<file path="src/rtl/tile_layer_mixer.sv">
// tile_layer_mixer: per-pixel priority mixer between fix, A, B and sprite layers.
// Resolves the winning layer under a double-buffered priority mode, emits an
// 11-bit palette RAM index plus a pipelined blank. Mode changes written by the
// CPU are held in a shadow register and only applied at vblank start.
// Optional layer mask: define TILE_LAYER_MIXER_MASK_EN to enable REG_A=2.
module tile_layer_mixer #(
    parameter int         PIPE_STAGES   = 2,
    parameter logic [2:0] BACKDROP_BANK = 3'b111
) (
    input  logic        clk_24M,
    input  logic        nRES,
    input  logic        ce_6M,
    input  logic [11:0] DSA,
    input  logic [11:0] DSB,
    input  logic [7:0]  DFI,
    input  logic        NSAC,
    input  logic        NSBC,
    input  logic        NFIC,
    input  logic [7:0]  OBJ,
    input  logic        NOBJC,
    input  logic        NHBK,
    input  logic        NVBK,
    input  logic        REG_WR,
    input  logic [1:0]  REG_A,
    input  logic [7:0]  DB_IN,
    output logic [10:0] PAL_IDX,
    output logic        NBLANK,
    output logic [2:0]  LAYER_SEL
);

    localparam logic [2:0] SEL_FIX = 3'd0;
    localparam logic [2:0] SEL_A   = 3'd1;
    localparam logic [2:0] SEL_B   = 3'd2;
    localparam logic [2:0] SEL_OBJ = 3'd3;
    localparam logic [2:0] SEL_BD  = 3'd4;

    // Control registers
    logic [1:0] r_active_mode;
    logic [1:0] r_shadow_mode;
    logic       r_pending;
    logic [7:0] r_backdrop;
    logic       r_nvbk_q;
    logic       w_apply;

    // Stage-1 sampled pixel data
    logic [7:0] r_s1_dfi, r_s1_dsa, r_s1_dsb, r_s1_obj;
    logic       r_s1_fic, r_s1_sac, r_s1_sbc, r_s1_objc;
    logic       r_s1_nhbk, r_s1_nvbk;

    // Resolution results
    logic       w_fix_op, w_a_op, w_b_op, w_obj_op;
    logic [10:0] w_idx;
    logic [2:0]  w_sel;
    logic        w_nblank;
    logic [10:0] w_out_idx;
    logic [2:0]  w_out_sel;
    logic        w_out_nblank;

    // Output registers
    logic [10:0] r_pal_idx;
    logic        r_nblank;
    logic [2:0]  r_layer_sel;

    // Upper bits of the A/B pixel buses carry no palette information here.
    logic w_unused_hi;
    assign w_unused_hi = ^{DSA[11:8], DSB[11:8]};

    // A pending mode is committed on the falling edge of NVBK.
    assign w_apply = !NVBK && r_nvbk_q && r_pending;

    // CPU register writes and vblank-start mode commit; a mode write on the
    // commit edge lands after the commit, so pending stays set.
    always_ff @(posedge clk_24M) begin
        if (!nRES) begin
            r_active_mode <= 2'd0;
            r_shadow_mode <= 2'd0;
            r_pending     <= 1'b0;
            r_backdrop    <= 8'd0;
            r_nvbk_q      <= 1'b0;
        end else begin
            r_nvbk_q <= NVBK;
            if (w_apply) begin
                r_active_mode <= r_shadow_mode;
                r_pending     <= 1'b0;
            end
            if (REG_WR) begin
                case (REG_A)
                    2'd0: begin
                        r_shadow_mode <= DB_IN[1:0];
                        r_pending     <= 1'b1;
                    end
                    2'd1:    r_backdrop <= DB_IN;
                    default: ;
                endcase
            end
        end
    end

`ifdef TILE_LAYER_MIXER_MASK_EN
    logic [3:0] r_mask;

    // Layer mask: immediate effect, not double-buffered.
    always_ff @(posedge clk_24M) begin
        if (!nRES) begin
            r_mask <= 4'd0;
        end else if (REG_WR && REG_A == 2'd2) begin
            r_mask <= DB_IN[3:0];
        end
    end

    assign w_fix_op = r_s1_fic  & ~r_mask[0];
    assign w_a_op   = r_s1_sac  & ~r_mask[1];
    assign w_b_op   = r_s1_sbc  & ~r_mask[2];
    assign w_obj_op = r_s1_objc & ~r_mask[3];
`else
    assign w_fix_op = r_s1_fic;
    assign w_a_op   = r_s1_sac;
    assign w_b_op   = r_s1_sbc;
    assign w_obj_op = r_s1_objc;
`endif

    // Stage 1: sample the time-aligned layer pixels on each pixel strobe.
    always_ff @(posedge clk_24M) begin
        if (!nRES) begin
            r_s1_dfi  <= 8'd0;
            r_s1_dsa  <= 8'd0;
            r_s1_dsb  <= 8'd0;
            r_s1_obj  <= 8'd0;
            r_s1_fic  <= 1'b0;
            r_s1_sac  <= 1'b0;
            r_s1_sbc  <= 1'b0;
            r_s1_objc <= 1'b0;
            r_s1_nhbk <= 1'b0;
            r_s1_nvbk <= 1'b0;
        end else if (ce_6M) begin
            r_s1_dfi  <= DFI;
            r_s1_dsa  <= DSA[7:0];
            r_s1_dsb  <= DSB[7:0];
            r_s1_obj  <= OBJ;
            r_s1_fic  <= NFIC;
            r_s1_sac  <= NSAC;
            r_s1_sbc  <= NSBC;
            r_s1_objc <= NOBJC;
            r_s1_nhbk <= NHBK;
            r_s1_nvbk <= NVBK;
        end
    end

    // Stage 2 resolution: fix on top, then the mode's order, else backdrop.
    always_comb begin
        w_idx    = {BACKDROP_BANK, r_backdrop};
        w_sel    = SEL_BD;
        w_nblank = 1'b1;
        case (r_active_mode)
            2'd0: begin
                if (w_obj_op)    begin w_idx = {3'b100, r_s1_obj}; w_sel = SEL_OBJ; end
                else if (w_a_op) begin w_idx = {3'b001, r_s1_dsa}; w_sel = SEL_A;   end
                else if (w_b_op) begin w_idx = {3'b010, r_s1_dsb}; w_sel = SEL_B;   end
            end
            2'd1: begin
                if (w_a_op)        begin w_idx = {3'b001, r_s1_dsa}; w_sel = SEL_A;   end
                else if (w_obj_op) begin w_idx = {3'b100, r_s1_obj}; w_sel = SEL_OBJ; end
                else if (w_b_op)   begin w_idx = {3'b010, r_s1_dsb}; w_sel = SEL_B;   end
            end
            2'd2: begin
                if (w_obj_op)    begin w_idx = {3'b100, r_s1_obj}; w_sel = SEL_OBJ; end
                else if (w_b_op) begin w_idx = {3'b010, r_s1_dsb}; w_sel = SEL_B;   end
                else if (w_a_op) begin w_idx = {3'b001, r_s1_dsa}; w_sel = SEL_A;   end
            end
            default: begin
                if (w_b_op)        begin w_idx = {3'b010, r_s1_dsb}; w_sel = SEL_B;   end
                else if (w_obj_op) begin w_idx = {3'b100, r_s1_obj}; w_sel = SEL_OBJ; end
                else if (w_a_op)   begin w_idx = {3'b001, r_s1_dsa}; w_sel = SEL_A;   end
            end
        endcase
        if (w_fix_op) begin
            w_idx = {3'b000, r_s1_dfi};
            w_sel = SEL_FIX;
        end
        if (!r_s1_nhbk || !r_s1_nvbk) begin
            w_idx    = 11'd0;
            w_sel    = SEL_BD;
            w_nblank = 1'b0;
        end
    end

    generate
        if (PIPE_STAGES == 3) begin : g_retime
            logic [10:0] r_s2_idx;
            logic [2:0]  r_s2_sel;
            logic        r_s2_nblank;

            // Extra retiming stage between resolution and the output register.
            always_ff @(posedge clk_24M) begin
                if (!nRES) begin
                    r_s2_idx    <= 11'd0;
                    r_s2_sel    <= SEL_BD;
                    r_s2_nblank <= 1'b0;
                end else if (ce_6M) begin
                    r_s2_idx    <= w_idx;
                    r_s2_sel    <= w_sel;
                    r_s2_nblank <= w_nblank;
                end
            end

            assign w_out_idx    = r_s2_idx;
            assign w_out_sel    = r_s2_sel;
            assign w_out_nblank = r_s2_nblank;
        end else begin : g_direct
            assign w_out_idx    = w_idx;
            assign w_out_sel    = w_sel;
            assign w_out_nblank = w_nblank;
        end
    endgenerate

    // Output register: holds between pixel strobes.
    always_ff @(posedge clk_24M) begin
        if (!nRES) begin
            r_pal_idx   <= 11'd0;
            r_nblank    <= 1'b0;
            r_layer_sel <= SEL_BD;
        end else if (ce_6M) begin
            r_pal_idx   <= w_out_idx;
            r_nblank    <= w_out_nblank;
            r_layer_sel <= w_out_sel;
        end
    end

    assign PAL_IDX   = r_pal_idx;
    assign NBLANK    = r_nblank;
    assign LAYER_SEL = r_layer_sel;

endmodule

</file>
<file path="config.mk">
export PLATFORM = sky130hd
export DESIGN_NAME = tile_layer_mixer
export DESIGN_NICKNAME = d
export VERILOG_FILES = /design/src/rtl/tile_layer_mixer.sv
export SDC_FILE = /design/constraint.sdc
export NUM_CORES = 1
export LEC_CHECK = 0
export CAP_MARGIN = 20
export CORE_ASPECT_RATIO = 1.1
export CORE_MARGIN = 10
export CORE_UTILIZATION = 36
export CTS_CLUSTER_DIAMETER = 80
export DETAILED_ROUTE_END_ITERATION = 7
export GPL_ROUTABILITY_DRIVEN = 0
export SLEW_MARGIN = 20
export SYNTH_ARGS = -nofsm -noshare
export SYNTH_HDL_FRONTEND = slang
export SYNTH_SLANG_ARGS = --single-unit
</file>
<file path="constraint.sdc">
create_clock -name clk_24M -period 2.9 [get_ports clk_24M]
set_clock_uncertainty 0.15 [all_clocks]
set_input_delay 0.58 -clock clk_24M [delete_from_list [all_inputs] [get_ports clk_24M]]
set_output_delay 0.58 -clock clk_24M [all_outputs]
set_load 0.02 [all_outputs]
</file>
# --- Word level (Yosys, flattened, before mapping) ---
# Cells that the tools add are included.
word_totals:
  regBits: 67
  latchBits: 0
  ramBits: 0
  rom_bits: 0
  in_bits: 60
  output_inout_bits: 15
  word_cells: 61
  n_memories: 0
classes:
  addsub: 0
  mul: 0
  n_div: 0
  order_cmp: 0
  eq_ne: 3
  n_shift: 0
  muxes: 30
  n_bitwise: 0
  reduce_logical: 10
ops:
  columns: ["cell", "count"]
  rows:
  - ["2-to-1 mux 11 bit", 12]
  - ["2-to-1 mux 3 bit", 12]
  - ["case mux 11 bit (3 select lines)", 1]
  - ["case mux 3 bit (3 select lines)", 1]
  - ["equality test 2 x 1 -> 1 bit, second input constant", 2]
  - ["zero test 2 bit", 2]
  - ["2-to-1 mux 1 bit", 4]
  - ["AND reduction 2 bit", 2]
  - ["zero test 1 bit", 3]
  - ["equality test 2 bit, second input constant", 1]
  - ["logical AND 1 bit", 2]
  - ["logical OR 1 bit", 1]

# --- Depth between registers and ports, before layout ---
# Gate-level depths: netlist (run 1).
logic_depth:
  ltp_word: 6
  ltp_mapped: 5
  depth_no_buf: 4

# --- Least setup slack after synthesis (run 1) ---
# Ideal clock, no wire load.
synth_path:
  path_type: "input port to flip-flop"
  startpoint: "in nRES"
  endpoint: "reg r_pal_idx[3] (netlist: PAL_IDX[3])"
  setup_ps: 134
  arrival_ps: 1213
  t_required_ps: 2616
  path_slack_ps: 1402
  path_stages: 3
  path_buffers: 0
  cell_sequence: "nor2b_1 -> a2111oi_0 -> a21oi_1"
synth_lines:
  columns: ["item", "line", "rtl"]
  rows:
  - ["start, declared", "11", "input logic nRES,"]
  - ["end signal, assigned", "223", "r_pal_idx <= w_out_idx;"]
  - ["end, declared", "60", "logic [10:0] r_pal_idx;"]

# --- Worst setup path in the final report (run 1) ---
layout_path:
  startpoint: "reg r_pal_idx[1] (netlist: PAL_IDX[1])"
  endpoint: "out PAL_IDX[1]"
layout_lines:
  columns: ["item", "line", "rtl"]
  rows:
  - ["end, declared", "26", "output logic [10:0] PAL_IDX,"]
# No word-level cell between the ends.

==> results.sh, run 1 <==
export IMPL_crit_required_ns=2.17
export IMPL_crit_fanout=3
export IMPL_drt_wl_total_mm=7.68
export IMPL_fin_ws_ns=0.828
export IMPL_grt_util_all_layers_pct=12.7
export IMPL_cp_top_family="buffers and inverters"
export IMPL_critPathLaunch="PAL_IDX[1]$_SDFFE_PN0P_"
export IMPL_cap_violations=0
export IMPL_switching_share_pct=23.9
export IMPL_antenna_left=0
export IMPL_num_nets_final=420
export IMPL_endpoint_kind="output port"
export IMPL_ys_types=40
export IMPL_p_leak_nw=1.50
export IMPL_fmax_ghz=0.483
export IMPL_fp_dieArea_sq_mm=0.0124
export IMPL_first_pass_iters=4
export IMPL_ys_warn_count=0
export IMPL_min_period_ns=2.07
export IMPL_path_class="register to output port"
export IMPL_synthesis_nets=358
export IMPL_holdCritStartpoint="LAYER_SEL[2]$_SDFFE_PN1P_"
export IMPL_crit_path_max_incr_delay_ns=0.64
export IMPL_hold_buffers=0
export IMPL_vias=2310
export IMPL_fin_setup_tns_ns=0
export IMPL_antenna_found_initial=0
export IMPL_grt_start_max_net_pins=69
export IMPL_antenna_cells=0
export IMPL_final_hold_viol_count=0
export IMPL_area_growth_pct=31.1
export IMPL_slew_headroom_pct=45.0
export IMPL_grt_pass1_vias=2329
export IMPL_setup_viol=0
export IMPL_p_int_mw=1.58
export IMPL_max_vdd_ir_drop_mv=0.239
export IMPL_path_cells="clkdlybuf4s50_1"
export IMPL_post_cts_buffers=0
export IMPL_drt_initial_drc_count=112
export IMPL_reg2regPathDepth=4
export IMPL_die_y_um=116
export IMPL_cts_buffers=9
export IMPL_wl_per_cell_um=16.2
export IMPL_timing_rr_end="PAL_IDX[3]$_SDFFE_PN0P_"
export IMPL_rsz0062_at_grt="no"
export IMPL_r2r_start="r_s1_sac$_SDFFE_PN0P_"
export IMPL_cts_root_buf="clkbuf_8"
export IMPL_cp_slowest_cell="clkdlybuf4s50_1"
export IMPL_pwr_density_cell_mw_per_mm2=528
export IMPL_dp_hpwl_mm=5.39
export IMPL_grt_pass1_wl_mm=12.3
export IMPL_fin_crit_sh_pct=71.5
export IMPL_worst_r2r_setup_slack_ns=1.17
export IMPL_ios=75
export IMPL_syn_area_sq_mm=0.00299
export IMPL_cts_tree="yes"
export IMPL_viasPerCell=4.88
export IMPL_htreeDepth=3
export IMPL_syn_inst=298
export IMPL_initial_core_util_pct=37.4
export IMPL_clkLatencyLatePin_ns=0.35
export IMPL_post_place_ws_ns=0.723
export IMPL_drc=0
export IMPL_io_buffer_count=66
export IMPL_report_final_slew_viol_count=0
export IMPL_cts_resized=0
export IMPL_rows=34
export IMPL_seqPwrFrac_pct=47.8
export IMPL_outcome="complete, no violations"
export IMPL_dieWidth_um=107
export IMPL_clockPowerShare_pct=41.3
export IMPL_critical_path_arrival_ns=1.34
export IMPL_crit_path_end="PAL_IDX[1]"
export IMPL_overflow=0
export IMPL_layout_drive_gt1_share_pct=7.40
export IMPL_synth_seq_cells=67
export IMPL_worst_pin_slew_ns=0.824
export IMPL_min_path_type="register to register"
export IMPL_cts_buffer_depth=2
export IMPL_yosysSeqAreaShare_pct=44.8
export IMPL_p_comb_share_pct=10.9
export IMPL_num_fill_cells=815
export IMPL_coreArea_sq_mm=0.00800
export IMPL_critPathBufInv=1
export IMPL_multi_input_area_sq_mm=0.00152
export IMPL_seqCellArea_sq_mm=0.00134
export IMPL_path_depth=1
export IMPL_power_switching_mw=0.494
export IMPL_startpoint_type="register"
export IMPL_path_clk_slew_ns=0.07
export IMPL_cts_sinks=67
export IMPL_avgSynthCellArea_sq_um=10.0
==> metal layers <==
metal	wire [um]	vias to the layer above	global-route usage, %
met5	0	-	0
met4	149	0	6.50
met3	439	11	4.00
met2	3440	58	19.6
met1	3650	1066	15.7
li1	-	1175	-
==> power by group through the flow <==
stage	logic, mW	clock network (mW)	registers [mW]
floorplan	0.140	0	0.995
global placement	0.227	0	1.01
detailed placement	0.228	0	1.01
CTS	0.229	0.874	0.989
global route	0.248	0.909	0.996
finish	0.226	0.855	0.989
==> logic make-up after synthesis <==
group	share of synthesized area (%)
simple gates	20.5
compound gates	13.1
mux	17.1
flops	44.8
buf+inv	4.48
==> flip-flops by register name, indices dropped and copies added, names as in the netlist <==
signal         cells
r_pending          1
r_s1_sac           1
r_s1_dsb           8
r_s1_fic           1
r_shadow_mode      2
r_s1_sbc           1
r_s1_obj           8
r_s1_objc          1
r_s1_nhbk          1
r_s1_dsa           8
r_active_mode      2
r_backdrop         8
r_s1_nvbk          1
NBLANK             1
PAL_IDX           11
r_nvbk_q           1
r_s1_dfi           8
LAYER_SEL          3
==> final cells by class <==
class	instances	share of cell area, %
well taps	108	3.44
repair buffers	70	17.5
clock buffers	10	3.25
flip-flops and latches	67	34.2
multi-input cells	205	38.7
inverters	7	0.670
clock inverters	6	2.30
==> worst min path at each step <==
stage	endpoint	cells after the start
finish	LAYER_SEL[2]$_SDFFE_PN1P_	2
global route	LAYER_SEL[2]$_SDFFE_PN1P_	2
CTS	LAYER_SEL[2]$_SDFFE_PN1P_	2
detailed placement	LAYER_SEL[2]$_SDFFE_PN1P_	2
global placement	LAYER_SEL[2]$_SDFFE_PN1P_	2
floorplan	PAL_IDX[4]$_SDFFE_PN0P_	2
==> stage by stage <==
step	instance area, sq um	util [%]	cells	power, mW	hold WS [ns]
2_1_floorplan	2990	-	298	1.14	0.309
3_3_place_gp	3700	46.3	457	1.24	0.298
3_5_place_dp	3700	46.3	457	1.24	0.306
4_1_cts	3920	49.0	473	2.09	0.323
5_1_grt	3920	49.0	473	2.15	0.362
6_report	3920	49.0	473	2.07	0.319
==> cell usage in the layout (no fill, tap or decap), types with 2 or more instances in the layout <==
cell / synthesis / routed
dfxtp_1: 67 / 67
clkdlybuf4s50_1: 0 / 65
nor2b_1: 61 / 61
mux2i_1: 51 / 51
nand3_1: 9 / 9
a21oi_1: 9 / 9
clkbuf_8: 0 / 9
nand2b_1: 8 / 8
a32oi_1: 7 / 7
inv_1: 7 / 7
a22oi_1: 7 / 7
o21ai_0: 6 / 6
a31oi_1: 6 / 6
nand2_1: 5 / 5
a211oi_1: 4 / 4
buf_4: 4 / 4
a221oi_1: 3 / 3
nand3b_1: 3 / 3
nor2_1: 3 / 3
nor3_1: 2 / 2
o21ai_4: 2 / 2
and2_1: 2 / 2
clkinv_4: 0 / 2
bufinv_16: 0 / 2
==> cell usage after synthesis <==
cell type  number  share of area [%]
o211ai_1        1               0.25
nor2_1          3               0.38
o32ai_1         1               0.29
nand3b_1        3               0.75
o21ai_4         2                1.1
a21boi_1        1               0.25
nand2b_1        8                1.7
nand3_1         9                1.5
nand2_1         5               0.63
a211oi_1        4                1.0
and2_1          2               0.42
mux2i_1        51                 17
a2111oi_2       1               0.50
or4_1           1               0.25
a22oi_1         7                1.8
nor2b_2         1               0.29
a2111oi_0       1               0.29
nor2b_1        61                 13
buf_4           4                1.0
and2b_1         1               0.25
buf_2           5               0.84
a21boi_0        1               0.25
and3_1          1               0.21
clkbuf_1        8                1.0
a32oi_1         7                2.0
nor3_1          2               0.33
nand4_1         1               0.21
buf_6           2               0.75
nor3_2          1               0.33
dfxtp_1        67                 45
o21ai_0         6                1.0
nor3b_1         1               0.25
a21oi_1         9                1.5
inv_1           7               0.88
a21o_1          1               0.25
a31oi_1         6                1.3
a221oi_1        3               0.88
o21ai_1         1               0.17
and2_4          1               0.29
o21ai_2         1               0.29
Note: power is estimated with default switching activity, not from simulation.
==> run 2, diff against run 1 <==
==> constraint.sdc (replaced) <==
create_clock -name clk_24M -period 2 [get_ports clk_24M]
set_clock_uncertainty 0.15 [all_clocks]
set_input_delay 0.4 -clock clk_24M [delete_from_list [all_inputs] [get_ports clk_24M]]
set_output_delay 0.4 -clock clk_24M [all_outputs]
set_load 0.02 [all_outputs]
==> run 2 against run 1 <==
  * Cell count is 1.5% higher
  * Routed wire length rose by 0.48%
  * Register-to-register slack worse by 0.86 ns
  * Combinational power grew 52%
  * Sequential power grew 46%
  * Utilization increased by 0.86 points
  * Power is 44% higher
  * Via count is 0.65% higher
  * Hold slack worse by 0.0027 ns
  * Sequential share of layout area is 0.59 points lower
  * Critical path depth unchanged
  * Global-route usage decreased by 0.18 points
  * Largest power group unchanged
  * Highest routed layer unchanged
==> results.sh, run 2 (synthesis gave the netlist of run 1 again) <==
export IMPL_worst_pin_slew_ns=0.714
export IMPL_cts_buffer_depth=2
export IMPL_wl_per_cell_um=16.1
export IMPL_critPathBufInv=1
export IMPL_antenna_found_initial=0
export IMPL_seqCellArea_sq_mm=0.00134
export IMPL_coreArea_sq_mm=0.00800
export IMPL_setup_viol=0
export IMPL_die_y_um=116
export IMPL_p_leak_nw=1.54
export IMPL_cts_resized=0
export IMPL_crit_required_ns=1.45
export IMPL_num_fill_cells=800
export IMPL_layout_drive_gt1_share_pct=8.87
export IMPL_grt_util_all_layers_pct=12.5
export IMPL_post_cts_buffers=0
export IMPL_viasPerCell=4.84
export IMPL_rsz0062_at_grt="no"
export IMPL_path_class="register to output port"
export IMPL_first_pass_iters=4
export IMPL_r2r_start="r_s1_sbc$_SDFFE_PN0P_"
export IMPL_cp_top_family="buffers and inverters"
export IMPL_critical_path_arrival_ns=1.35
export IMPL_report_final_slew_viol_count=0
export IMPL_area_growth_pct=33.4
export IMPL_initial_core_util_pct=37.4
export IMPL_timing_rr_end="PAL_IDX[0]$_SDFFE_PN0P_"
export IMPL_final_hold_viol_count=0
export IMPL_ios=75
export IMPL_overflow=0
export IMPL_antenna_cells=0
export IMPL_dp_hpwl_mm=5.54
export IMPL_pwr_density_cell_mw_per_mm2=748
export IMPL_grt_pass1_vias=2433
export IMPL_cts_root_buf="clkbuf_8"
export IMPL_min_period_ns=1.90
export IMPL_critPathLaunch="PAL_IDX[1]$_SDFFE_PN0P_"
export IMPL_path_clk_slew_ns=0.07
export IMPL_cts_tree="yes"
export IMPL_drt_wl_total_mm=7.72
export IMPL_path_cells="clkdlybuf4s50_1"
export IMPL_grt_pass1_wl_mm=12.3
export IMPL_cts_sinks=67
export IMPL_drt_initial_drc_count=85
export IMPL_htreeDepth=3
export IMPL_holdPathStages=2
export IMPL_crit_fanout=3
export IMPL_min_path_type="register to register"
export IMPL_cts_buffers=9
export IMPL_fmax_ghz=0.525
export IMPL_crit_path_max_incr_delay_ns=0.64
export IMPL_cap_violations=0
export IMPL_fin_setup_tns_ns=0
export IMPL_worst_r2r_setup_slack_ns=0.31
export IMPL_cp_slowest_cell="clkdlybuf4s50_1"
export IMPL_clkLatencyLatePin_ns=0.34
export IMPL_fin_crit_sh_pct=95.2
export IMPL_startpoint_type="register"
export IMPL_endpoint_kind="output port"
export IMPL_slew_headroom_pct=52.3
export IMPL_hold_buffers=0
export IMPL_outcome="complete, no violations"
export IMPL_holdPathEnd="PAL_IDX[10]$_SDFFE_PN0P_"
export IMPL_antenna_left=0
export IMPL_num_nets_final=427
export IMPL_grt_start_max_net_pins=69
export IMPL_final_common_cell="dfxtp_1"
export IMPL_rows=34
export IMPL_power_mw=2.98
export IMPL_max_vdd_ir_drop_mv=0.444
export IMPL_dieWidth_um=107
export IMPL_vias=2325
export IMPL_drc=0
export IMPL_multi_input_area_sq_mm=0.00152
export IMPL_reg2regPathDepth=4
export IMPL_holdCritStartpoint="PAL_IDX[10]$_SDFFE_PN0P_"
export IMPL_io_buffer_count=66
export IMPL_fp_dieArea_sq_mm=0.0124
export IMPL_final_cell_mix="dfxtp_1 (67), clkdlybuf4s50_1 (65), nor2b_1 (61), mux2i_1 (51)"
export IMPL_largest_register_ffs=11
-- run 2: where the power goes --
group	switching (mW)	total [mW]	internal (mW)
clock network	0.506	1.20	0.699
logic	0.140	0.344	0.204
registers	0.0459	1.44	1.39
-- run 2: area by class of cell --
class	count	area share, %
Multi-Input combinational cell	205	38.0
Sequential cell	67	33.6
Timing Repair Buffer	77	19.1
Tap cell	108	3.39
Clock buffer	11	3.29
Clock inverter	5	1.94
Inverter	7	0.658
-- run 2: routing by layer --
layer	part of all wire, %	up-vias	wire (um)	track usage, %
li1	-	1195	-	-
met5	0	-	0	0
met4	1.7	0	135	6.50
met1	47	1070	3630	15.3
met3	5.2	10	405	3.50
met2	46	50	3550	19.8
-- run 2: per-stage QoR --
stage	util, %	cells	hold WS, ns	area (sq um)	setup slack [ns]
floorplan	-	298	0.309	2990	0.642
global placement	47.3	464	0.300	3780	0.0882
detailed placement	47.3	464	0.306	3780	0.0653
CTS	49.9	480	0.314	3990	0.0732
global route	49.9	480	0.367	3990	0.0445
finish	49.9	480	0.316	3990	0.0950
-- run 2: worst max-delay path by stage --
stage / depth (start not counted) / end / slack, ns
after floorplan: 5 / PAL_IDX[7]$_SDFFE_PN0P_ / 0.64
after global placement: 4 / PAL_IDX[3]$_SDFFE_PN0P_ / 0.09
after detailed placement: 4 / PAL_IDX[1]$_SDFFE_PN0P_ / 0.07
after CTS: 1 / PAL_IDX[1] / 0.07
after global routing: 1 / PAL_IDX[1] / 0.04
final: 1 / PAL_IDX[1] / 0.1
==> run 3, diff against run 2 <==
--- a/config.mk
+++ b/config.mk
@@ -12,6 +12,7 @@
 export CTS_CLUSTER_DIAMETER = 80
 export DETAILED_ROUTE_END_ITERATION = 7
 export GPL_ROUTABILITY_DRIVEN = 0
+export REMOVE_ABC_BUFFERS = 1
 export SLEW_MARGIN = 20
 export SYNTH_ARGS = -nofsm -noshare
 export SYNTH_HDL_FRONTEND = slang
==> constraint.sdc (replaced) <==
create_clock -name clk_24M -period 2.15 [get_ports clk_24M]
set_clock_uncertainty 0.15 [all_clocks]
set_input_delay 0.43 -clock clk_24M [delete_from_list [all_inputs] [get_ports clk_24M]]
set_output_delay 0.43 -clock clk_24M [all_outputs]
set_load 0.02 [all_outputs]
==> run 3 against run 2 <==
  * Cell area is 1.3% lower
  * Power fell by 12%
  * Critical path depth is the same
  * Die area stayed put
  * Largest cell class unchanged
  * Clock power fell by 19%
  * Non-clock buffer count is 4 lower
  * Critical path type unchanged
  * Global-route usage about the same
  * Count of clock-buffer cells in the layout is 2 higher
  * Register-to-register slack improved by 0.14 ns
  * Sequential share of layout area is 0.45 points higher
  * Sequential cell count is the same
  * Combinational power shrank 7.8%
  * Largest power group unchanged
==> results.sh, run 3 (synthesis gave the netlist of run 1 again) <==
export IMPL_holdCritStartpoint="PAL_IDX[10]$_SDFFE_PN0P_"
export IMPL_grt_pass1_wl_mm=12.2
export IMPL_fin_crit_sh_pct=89.4
export IMPL_max_vdd_ir_drop_mv=0.383
export IMPL_min_period_ns=1.92
export IMPL_grt_pass1_vias=2400
export IMPL_dp_hpwl_mm=5.34
export IMPL_drt_wl_total_mm=7.52
export IMPL_layout_drive_gt1_share_pct=8.17
export IMPL_cp_top_family="buffers and inverters"
export IMPL_crit_path_max_incr_delay_ns=0.65
export IMPL_drc=0
export IMPL_setup_viol=0
export IMPL_pwr_density_cell_mw_per_mm2=665
export IMPL_fmax_ghz=0.520
export IMPL_endpoint_kind="output port"
export IMPL_cts_sinks=67
export IMPL_crit_fanout=3
export IMPL_rows=34
export IMPL_fin_ws_ns=0.227
export IMPL_htreeDepth=3
export IMPL_vias=2308
export IMPL_final_hold_viol_count=0
export IMPL_seqCellArea_sq_mm=0.00134
export IMPL_path_class="register to output port"
export IMPL_overflow=0
export IMPL_path_depth=1
export IMPL_num_nets_final=423
export IMPL_rsz0062_at_grt="no"
export IMPL_initial_core_util_pct=37.4
export IMPL_reg2regPathDepth=4
export IMPL_fin_setup_tns_ns=0
export IMPL_p_leak_nw=1.52
export IMPL_io_buffer_count=66
export IMPL_post_place_cells=460
export IMPL_cap_violations=0
export IMPL_worst_pin_slew_ns=0.565
export IMPL_area_growth_pct=31.7
export IMPL_final_area_sq_mm=0.00394
export IMPL_dieWidth_um=107
export IMPL_r2r_start="r_s1_sac$_SDFFE_PN0P_"
export IMPL_grt_util_all_layers_pct=12.5
export IMPL_path_clk_slew_ns=0.07
export IMPL_stdcell_count=475
export IMPL_viasPerCell=4.86
export IMPL_power_mw=2.62
export IMPL_cts_root_buf="clkbuf_8"
export IMPL_final_cell_mix="dfxtp_1 (67), clkdlybuf4s50_1 (64), nor2b_1 (61), mux2i_1 (51), clkbuf_8 (12)"
export IMPL_largest_register_ffs=11
export IMPL_num_fill_cells=795
export IMPL_post_cts_buffers=0
export IMPL_grt_start_max_net_pins=69
export IMPL_clkLatencyLatePin_ns=0.34
export IMPL_critPathBufInv=1
export IMPL_critical_path_arrival_ns=1.34
export IMPL_startpoint_type="register"
export IMPL_fin_hold_ws_ns=0.314
export IMPL_cts_buffer_depth=2
export IMPL_report_final_slew_viol_count=0
export IMPL_slew_headroom_pct=62.2
export IMPL_antenna_cells=0
export IMPL_hold_buffers=0
export IMPL_final_common_cell="dfxtp_1"
export IMPL_fp_dieArea_sq_mm=0.0124
export IMPL_worst_r2r_setup_slack_ns=0.45
export IMPL_cts_buffers=9
export IMPL_cp_slowest_cell="clkdlybuf4s50_1"
export IMPL_multi_input_area_sq_mm=0.00152
export IMPL_crit_required_ns=1.57
export IMPL_antenna_left=0
export IMPL_die_y_um=116
export IMPL_antenna_found_initial=0
export IMPL_min_path_type="register to register"
export IMPL_coreArea_sq_mm=0.00800
export IMPL_outcome="complete, no violations"
export IMPL_first_pass_iters=6
export IMPL_path_cells="clkdlybuf4s50_1"
export IMPL_wl_per_cell_um=15.8
export IMPL_critPathLaunch="PAL_IDX[2]$_SDFFE_PN0P_"
export IMPL_cts_tree="yes"
export IMPL_fin_util_pct=49.2
export IMPL_ios=75
export IMPL_drt_initial_drc_count=89
export IMPL_timing_rr_end="PAL_IDX[5]$_SDFFE_PN0P_"
export IMPL_post_place_ws_ns=0.250
export IMPL_crit_path_end="PAL_IDX[2]"
export IMPL_dpl_cell_area_sq_mm=0.00376
export IMPL_cts_resized=0
## run 3: changes by cell type in the layout (fill, tap and decap cells not counted), sizes merged
cell           delta
clkbuf            +2
clkdlybuf4s50     -1
clkinvlp          -1
buf               -3
bufinv            -2
## run 3: layer usage
| metal | global-route usage (%) | vias to the layer above | wire length, um |
|---|---|---|---|
| met5 | 0 | - | 0 |
| met4 | 6.50 | 0 | 137 |
| li1 | - | 1180 | - |
| met1 | 15.5 | 1072 | 3530 |
| met3 | 2.89 | 10 | 266 |
| met2 | 19.8 | 46 | 3590 |
## run 3: worst min path at each step
stage | endpoint | slack [ns] | depth (start not counted)
after floorplan | PAL_IDX[4]$_SDFFE_PN0P_ | 0.31 | 2
after global placement | LAYER_SEL[2]$_SDFFE_PN1P_ | 0.30 | 2
after detailed placement | LAYER_SEL[2]$_SDFFE_PN1P_ | 0.30 | 2
after CTS | PAL_IDX[10]$_SDFFE_PN0P_ | 0.32 | 2
after global routing | PAL_IDX[10]$_SDFFE_PN0P_ | 0.35 | 2
final | PAL_IDX[10]$_SDFFE_PN0P_ | 0.31 | 2
## run 3: final cells by class
cell class / count / area share (%)
tap: 108 / 3.43
clock inverter: 2 / 0.254
clock buffer: 13 / 4.29
multi-input combinational: 205 / 38.5
timing repair buffer: 73 / 18.8
inverter: 7 / 0.667
sequential: 67 / 34.1
## run 3: power by group
part	internal [mW]	total [mW]	leakage, nW	switching, mW
Combinational	0.188	0.317	0.874	0.130
Sequential	1.29	1.33	0.549	0.0408
Clock	0.504	0.967	0.0953	0.463
Total	1.98	2.62	1.52	0.634
